`src/rtl/multdiv_ctrl.sv`:
```
// Sequencing control for an iterative multiply/divide unit sitting beside the X stage:
// it launches the unit, stalls the front end while it runs and issues a single writeback.
module multdiv_ctrl #(
    parameter int TIMEOUT  = 40,
    parameter int CODE_MUL = 4,
    parameter int CODE_DIV = 5
) (
    input  logic        i_clk,
    input  logic        i_rst_n,
    input  logic        i_valid_in,
    input  logic [4:0]  i_opcode,
    input  logic [4:0]  i_aluop,
    input  logic [4:0]  i_rd,
    input  logic [31:0] i_op_a,
    input  logic [31:0] i_op_b,
    input  logic        i_flush,
    input  logic [31:0] i_data_result,
    input  logic        i_data_exception,
    input  logic        i_data_resultrdy,
    output logic        o_ctrl_mult,
    output logic        o_ctrl_div,
    output logic [31:0] o_unit_a,
    output logic [31:0] o_unit_b,
    output logic        o_stall,
    output logic        o_wb_valid,
    output logic [4:0]  o_wb_rd,
    output logic [31:0] o_wb_data
);
    localparam int CW = $clog2(TIMEOUT + 1);

    typedef enum logic [1:0] {S_IDLE, S_BUSY, S_DONE} state_t;

    state_t        r_state, w_state_nxt;
    logic [CW-1:0] r_cnt;
    logic          r_is_div;
    logic          r_wb_en;
    logic [4:0]    r_rd;
    logic          w_start;
    logic          w_timeout;
    logic          w_capture;
    logic          w_exc;

    // Reset is folded in so stall reads 0 while reset is held, even with a mul/div in X.
    assign w_start = i_rst_n && (r_state == S_IDLE) && i_valid_in && (i_opcode == 5'b00000)
                     && ((i_aluop == 5'b00110) || (i_aluop == 5'b00111)) && !i_flush;

    // The counter holds the number of BUSY cycles already completed, so this fires
    // in the TIMEOUT-th BUSY cycle, bounding BUSY to TIMEOUT cycles.
    assign w_timeout = (r_cnt == CW'(TIMEOUT - 1));
    assign w_exc     = !i_data_resultrdy || i_data_exception;

    always_ff @(posedge i_clk or negedge i_rst_n) begin
        if (!i_rst_n) r_state <= S_IDLE;
        else          r_state <= w_state_nxt;
    end

    always_comb begin
        w_state_nxt = r_state;
        w_capture   = 1'b0;
        case (r_state)
            S_IDLE: if (w_start) w_state_nxt = S_BUSY;
            S_BUSY: begin
                if (i_flush) begin
                    w_state_nxt = S_IDLE;
                end else if (i_data_resultrdy || w_timeout) begin
                    w_state_nxt = S_DONE;
                    w_capture   = 1'b1;
                end
            end
            S_DONE:  w_state_nxt = S_IDLE;
            default: w_state_nxt = S_IDLE;
        endcase
    end

    assign o_stall     = w_start || (r_state == S_BUSY);
    assign o_ctrl_mult = (r_state == S_BUSY) && (r_cnt == '0) && !r_is_div;
    assign o_ctrl_div  = (r_state == S_BUSY) && (r_cnt == '0) && r_is_div;
    assign o_wb_valid  = (r_state == S_DONE) && r_wb_en;

    always_ff @(posedge i_clk or negedge i_rst_n) begin
        if (!i_rst_n) begin
            r_cnt     <= '0;
            r_is_div  <= 1'b0;
            r_rd      <= '0;
            r_wb_en   <= 1'b0;
            o_unit_a  <= '0;
            o_unit_b  <= '0;
            o_wb_rd   <= '0;
            o_wb_data <= '0;
        end else begin
            if (w_start) begin
                o_unit_a <= i_op_a;
                o_unit_b <= i_op_b;
                r_rd     <= i_rd;
                r_is_div <= i_aluop[0];
                r_cnt    <= '0;
            end else if ((r_state == S_BUSY) && (r_cnt != CW'(TIMEOUT))) begin
                r_cnt <= r_cnt + CW'(1);
            end
            if (w_capture) begin
                // A timeout is reported exactly like a unit exception.
                o_wb_rd   <= w_exc ? 5'd30 : r_rd;
                o_wb_data <= w_exc ? (r_is_div ? 32'(CODE_DIV) : 32'(CODE_MUL)) : i_data_result;
                r_wb_en   <= w_exc || (r_rd != 5'd0);
            end
        end
    end
endmodule

```
`config.mk`:
```
export PLATFORM = sky130hd
export DESIGN_NAME = multdiv_ctrl
export DESIGN_NICKNAME = d
export VERILOG_FILES = /design/src/rtl/multdiv_ctrl.sv
export SDC_FILE = /design/constraint.sdc
export NUM_CORES = 1
export LEC_CHECK = 0
export CAP_MARGIN = 20
export CORE_UTILIZATION = 60
export DETAILED_ROUTE_END_ITERATION = 6
export DONT_BUFFER_PORTS = 1
export PLACE_DENSITY = 0.86
export RECOVER_POWER = 50
export SLEW_MARGIN = 10
export SYNTH_ARGS = -nofsm -noshare
export SYNTH_HDL_FRONTEND = slang
export SYNTH_SLANG_ARGS = --single-unit
```
`constraint.sdc`:
```
create_clock -name i_clk -period 3.7 [get_ports i_clk]
set_clock_uncertainty 0.2 [all_clocks]
set_input_delay 0.74 -clock i_clk [delete_from_list [all_inputs] [get_ports i_clk]]
set_output_delay 0.74 -clock i_clk [all_outputs]
set_load 0.05 [all_outputs]
```
==> results of run 1 <==
-- kinds of logic (layout without fill, tap and decap cells) --
logic type      Yosys count  after routing
buf+inv                  55             75
flops                   116            116
simple gates             69             69
mux                     109            109
compound gates           14             14
fa+ha+maj                 2              2
-- routing by layer --
metal,up-vias,track usage
met3,17,0.121
met1,1378,0.271
met2,162,0.373
met4,0,0.112
li1,1249,-
met5,-,0
-- area by class of cell --
type	count	area [um2]
Sequential cell	116	2900
Fill cell	518	2250
Multi-Input combinational cell	194	1820
Clock buffer	19	422
Clock inverter	13	183
Inverter	36	135
Tap cell	102	128
Timing Repair Buffer	7	47.5
-- power by group --
| part | internal, uW | switching, uW |
|---|---|---|
| Combinational | 30.0 | 52.3 |
| Clock | 1090 | 559 |
| Sequential | 1300 | 99.6 |
| Total | 2420 | 711 |
-- metrics by stage --
step                      setup WS, ns  power, uW  utilization
after CTS                        0.358       3160        0.722
after global routing             0.209       3230        0.715
final                            0.364       3130        0.715
after global placement            1.04       1470        0.641
after detailed placement         0.893       1480        0.641
after floorplan                  0.131       1460            -
-- final timing paths --
check	to	slack, ns	cells past startpoint
min in group asynchronous	o_unit_b[0]	0.92	1
min reg2reg	r_wb_en	0.30	1
max in group asynchronous	o_unit_b[13]	0.83	1
max reg2reg	o_unit_b[21]	0.72	4
min	r_state[0]	0.14	1
max	o_ctrl_div	0.36	6
-- registers in the layout, indices dropped and copies added, names as in the netlist --
| signal | count |
|---|---|
| o_unit_a | 32 |
| r_cnt | 6 |
| r_wb_en | 1 |
| r_state | 2 |
| r_rd | 5 |
| o_wb_data | 32 |
| o_unit_b | 32 |
| o_wb_rd | 5 |
| r_is_div | 1 |
-- placed cells by master (no fill, tap or decap), types with 2 or more instances in the layout --
| master | Yosys | final |
|---|---|---|
| clkinv_2 | 0 | 3 |
| inv_1 | 36 | 36 |
| ha_1 | 2 | 2 |
| bufinv_16 | 0 | 4 |
| a311o_1 | 3 | 3 |
| a31oi_1 | 3 | 2 |
| mux2_4 | 34 | 32 |
| buf_4 | 6 | 5 |
| nor4bb_1 | 1 | 2 |
| a21oi_1 | 4 | 4 |
| clkbuf_16 | 0 | 16 |
| nand2_1 | 37 | 37 |
| nand2b_1 | 6 | 6 |
| mux2_1 | 0 | 2 |
| or3_1 | 3 | 3 |
| mux2i_1 | 31 | 31 |
| clkbuf_1 | 2 | 2 |
| clkinvlp_4 | 0 | 4 |
| o21ai_0 | 3 | 3 |
| dfrtp_1 | 116 | 116 |
| nand3b_1 | 2 | 2 |
| nor4_1 | 3 | 2 |
| nand4_1 | 3 | 3 |
| clkbuf_2 | 0 | 2 |
| nor2_1 | 2 | 2 |
| mux2_2 | 44 | 44 |
| nor2b_1 | 3 | 2 |
-- what timing repair did --
item | CTS | global route
hold buffers | 1 | 0
endpoints found under the hold margin | 116 | 0
setup buffers | 0 | 0
==> results_dict.tcl, run 1 <==
set metrics [dict create \
    synth_top_area_cell "dfrtp_1" \
    num_rows 32 \
    vias 2806 \
    clockRootBuffer "clkbuf_8" \
    ys_warn_count 0 \
    syn_area_um2 5020 \
    slew_violations 117 \
    required_ns 2.76 \
    p_leak_uw 0.00302 \
    post_dp_cell_area_um2 5060 \
    status "finished with violations" \
    cts-resized-gates 0 \
    criticalPathCategory "reg -> out" \
    die_w_um 93.4 \
    synth_common_cells "116 x dfrtp_1, 44 x mux2_2, 37 x nand2_1" \
    gp_congestion 0.745 \
    cp_slowest_cell "nor3b_1" \
    vias_per_cell 5.76 \
    cap_violations 1 \
    ys.flop_type "dfrtp_1" \
    synth_xor_xnor_area_share 0 \
    antenna_found_initial 0 \
    path_delay_family "simple AND/OR/NAND/NOR gates" \
    drc 0 \
    holdWs_ns 0.136 \
    worstPathArrival_ns 2.40 \
    track_usage 0.238 \
    synth-adder-area-share 0.00499 \
    synth_most_common_cell "dfrtp_1" \
    synthMuxAreaShare 0.262 \
    met3_length_um 1180 \
    initial_core_util 0.636 \
    yosys.area_share.simple 0.0738 \
    finalNonFillerCells 487 \
    min-delay-start "i_flush" \
    htreeDepth 4 \
    drtIter0Drc 125 \
    cp-startpoint "r_cnt[0]" \
    timing.final.crit_share 0.902 \
    ys_seq_elements 116 \
    clock_path_buffers 2 \
    io_buffers 0 \
    synth_top_family_by_area "multiplexers" \
    synthToLayoutAreaGrowth_pct 12.4 \
    ys_seq_area_frac 0.579 \
    finish.instance_area_um2 5640 \
    synth_nets 484 \
    synth_edf_count 0 \
    tritoncts "built" \
    max_stage_delay_ns 0.56 \
    synth-compound-area-share 0.0185 \
    drive_above_1_share 0.306 \
    wl_met2_um 4940 \
    ir_worst_vdd_mv 0.377 \
    path_max_fanout 6 \
    grt_pass1_vias 2984 \
    synthArstFlopShare 1.00 \
    relSlewSlack -0.815 \
    rsz0062_at_grt "false" \
    setup-violations-final 0 \
    endpoint_kind "output pin" \
    overflow 0 \
    top_layer_used "met4" \
    routedWlPerCell_um 20.5 \
    cts_sinks 116 \
    synth_top_area_share 0.579 \
    routed_wl_um 9990 \
    period_needed_ns 3.34 \
    coreArea_um2 7890 \
    ys_types 35 \
    clk_pin_slew_ns 0.06 \
    powerDensity_nw_per_um2 555 \
    finalHoldViolCount 0 \
    tns_ns 0 \
    hpwl_um 6920 \
    grt_max_degree 117 \
    cts_buffers 17 \
    tightest_slew_ns 2.72 \
    clock.fmax_ghz 0.300 \
    violations "max-capacitance violations, max-slew violations" \
    syn_area_per_cell_um2 13.7 \
    die_y_um 93.4 \
    timing.rr.start "r_state[1]" \
    dp_cells 454 \
    cp_cell_sequence "inv_1 -> ha_1 -> nor3b_1 -> nand2_1 -> nor4b_2 -> buf_4" \
    dr.pass1.iters 4 \
    hold_class "in -> reg" \
    synthCells 365 \
    grt_pass1_wl_um 15400 \
    drt-met1-wl_um 3630 \
    ant_nets 0 \
    io_pins 222 \
    path_buf_inv 2 \
    worstSkewPairLatency_ns 0.49 \
    dieArea_um2 8730 \
    start_kind "flop" \
    nets 491 \
    antenna_cells 0 \
    synth_area_leaders "dfrtp_1 58%, mux2_4 10%, mux2_2 9.9%, mux2i_1 6.2%, nand2_1 2.8%" \
]
No activity file was read; power rests on OpenSTA's default activity.
==> run 2, diff against run 1 <==
--- a/config.mk
+++ b/config.mk
@@ -5,8 +5,10 @@
 export SDC_FILE = /design/constraint.sdc
 export NUM_CORES = 1
 export LEC_CHECK = 0
+export ABC_AREA = 0
 export CAP_MARGIN = 20
 export CORE_UTILIZATION = 60
+export CTS_CLUSTER_SIZE = 30
 export DETAILED_ROUTE_END_ITERATION = 6
 export DONT_BUFFER_PORTS = 1
 export PLACE_DENSITY = 0.86
==> results of run 2 <==
Final layout, timing and power as in run 1 (identical DEF).
==> run 3, diff against run 2 <==
--- a/config.mk
+++ b/config.mk
@@ -6,7 +6,6 @@
 export NUM_CORES = 1
 export LEC_CHECK = 0
 export ABC_AREA = 0
-export CAP_MARGIN = 20
 export CORE_UTILIZATION = 60
 export CTS_CLUSTER_SIZE = 30
 export DETAILED_ROUTE_END_ITERATION = 6
==> constraint.sdc (replaced) <==
create_clock -name i_clk -period 3.7 [get_ports i_clk]
set_clock_uncertainty 0.2 [all_clocks]
set_input_delay 0.74 -clock i_clk [delete_from_list [all_inputs] [get_ports i_clk]]
set_output_delay 0.74 -clock i_clk [all_outputs]
set_load 0.02 [all_outputs]
==> results_dict.tcl, run 3 (same netlist as run 1, synthesis figures left out) <==
set metrics [dict create \
    vias_per_cell 5.78 \
    io_buffers 0 \
    fin_util 0.717 \
    cts_buffers 17 \
    cts_setup_buffers 0 \
    tritoncts "built" \
    dieArea_um2 8730 \
    drtIter0Drc 138 \
    grt_pass1_vias 3008 \
    die_w_um 93.4 \
    htreeDepth 4 \
    tightest_slew_ns 1.52 \
    initial_core_util 0.636 \
    grt_use_met3 0.102 \
    grt_max_degree 117 \
    p_leak_uw 0.00303 \
    drive_above_1_share 0.308 \
    ir_worst_vdd_mv 0.424 \
    track_usage 0.242 \
    cp_cell_sequence "inv_1 -> ha_1 -> nor3b_1 -> nand2_1 -> nor4b_1 -> buf_4" \
    hold_class "in -> reg" \
    timing.final.crit_share 0.880 \
    final_common_cell "dfrtp_1" \
    path_max_fanout 6 \
    finalHoldViolCount 0 \
    worstPathArrival_ns 2.32 \
    clk_pin_slew_ns 0.06 \
    clock.fmax_ghz 0.307 \
    dp_cells 457 \
    rsz0062_at_grt "false" \
    clockRootBuffer "clkbuf_8" \
    final_cell_mix "116 x dfrtp_1, 44 x mux2_2, 37 x nand2_1" \
    ant_nets 0 \
    relSlewSlack -0.0111 \
    status "finished with violations" \
    powerDensity_nw_per_um2 535 \
    endpoint_kind "output pin" \
    criticalPathCategory "reg -> out" \
    cts_sinks 116 \
    routedWlPerCell_um 21.1 \
    vias 2836 \
    slew_violations 117 \
    num_rows 32 \
    finalNonFillerCells 491 \
    place_ws_ns 0.953 \
    setup-violations-final 0 \
    antenna_found_initial 1 \
    grt_use_met2 0.409 \
    required_ns 2.76 \
    cts-resized-gates 0 \
    worstSkewPairLatency_ns 0.50 \
    die_y_um 93.4 \
    period_needed_ns 3.26 \
    grt_pass1_wl_um 15400 \
    hpwl_um 7010 \
    overflow 0 \
    top_regs "o_unit_a (32), o_unit_b (32), o_wb_data (32)" \
    cap_violations 1 \
    antenna_cells 0 \
    nets 495 \
    clock_path_buffers 2 \
    routed_wl_um 10400 \
    dr.pass1.iters 4 \
    synthToLayoutAreaGrowth_pct 12.7 \
    tns_ns 0 \
    violations "max-capacitance violations, max-slew violations" \
    drc 0 \
    gp_congestion 0.760 \
    busiest_layer "met2" \
    cp_slowest_cell "nor3b_1" \
    start_kind "flop" \
    max_stage_delay_ns 0.56 \
    coreArea_um2 7890 \
    use_met1 0.265 \
    io_pins 222 \
    layout_setup_ws_ns 0.442 \
]
[run 3: area by class of cell]
type | count | area [um2]
fill | 546 | 2230
tap | 102 | 128
clock buffer | 19 | 422
multi-input combinational | 194 | 1810
timing repair buffer | 11 | 97.6
inverter | 36 | 135
clock inverter | 13 | 159
sequential | 116 | 2900
[run 3: layer usage]
layer  up-vias  wire length (um)
met5         -                 0
met4         0               190
met3        17              1000
met2       149              5360
met1      1411              3800
li1       1259                 -
[run 3: path summary, 6_finish.rpt]
| path | from | end | slack, ns | cells after the start |
|---|---|---|---|---|
| setup reg to reg | r_state[0] | o_unit_b[1] | 1.10 | 4 |
| hold reg to reg | r_wb_en | r_wb_en | 0.32 | 1 |
| setup / recovery | r_cnt[0] | o_ctrl_div | 0.44 | 6 |
| max in group asynchronous | i_rst_n | r_cnt[0] | 1.36 | 2 |
| min in group asynchronous | i_rst_n | o_wb_data[27] | 0.99 | 2 |
| hold / removal | i_flush | r_state[0] | 0.14 | 1 |
[run 3: critical path: cells and delay by family (launching register included)]
kind	cells	cell delay (ns)
and+or+nand+nor	3	0.99
DFF	1	0.43
buffers and inverters	2	0.27
adders and majority gates	1	0.13
[run 3: per-stage QoR]
step                      area (um2)  power [uW]  hold WS, ns
after floorplan                 5020        1410        0.244
after global routing            5660        3130        0.111
after CTS                       5690        3060        0.115
after detailed placement        5070        1430        0.247
final                           5660        3030        0.142
after global placement          5070        1420        0.247
[run 3: power by group]
| part | switching [uW] | total [uW] | leakage [uW] | internal [uW] |
|---|---|---|---|---|
| Clock | 571 | 1590 | 0.000278 | 1020 |
| Combinational | 52.4 | 83.3 | 0.00131 | 31.0 |
| Sequential | 52.2 | 1350 | 0.00145 | 1300 |
[run 3: timing repair]
| item | in CTS | in global routing |
|---|---|---|
| hold buffers | 2 | 0 |
| setup endpoints to repair | 0 | 0 |
| hold endpoints to repair | 116 | 0 |
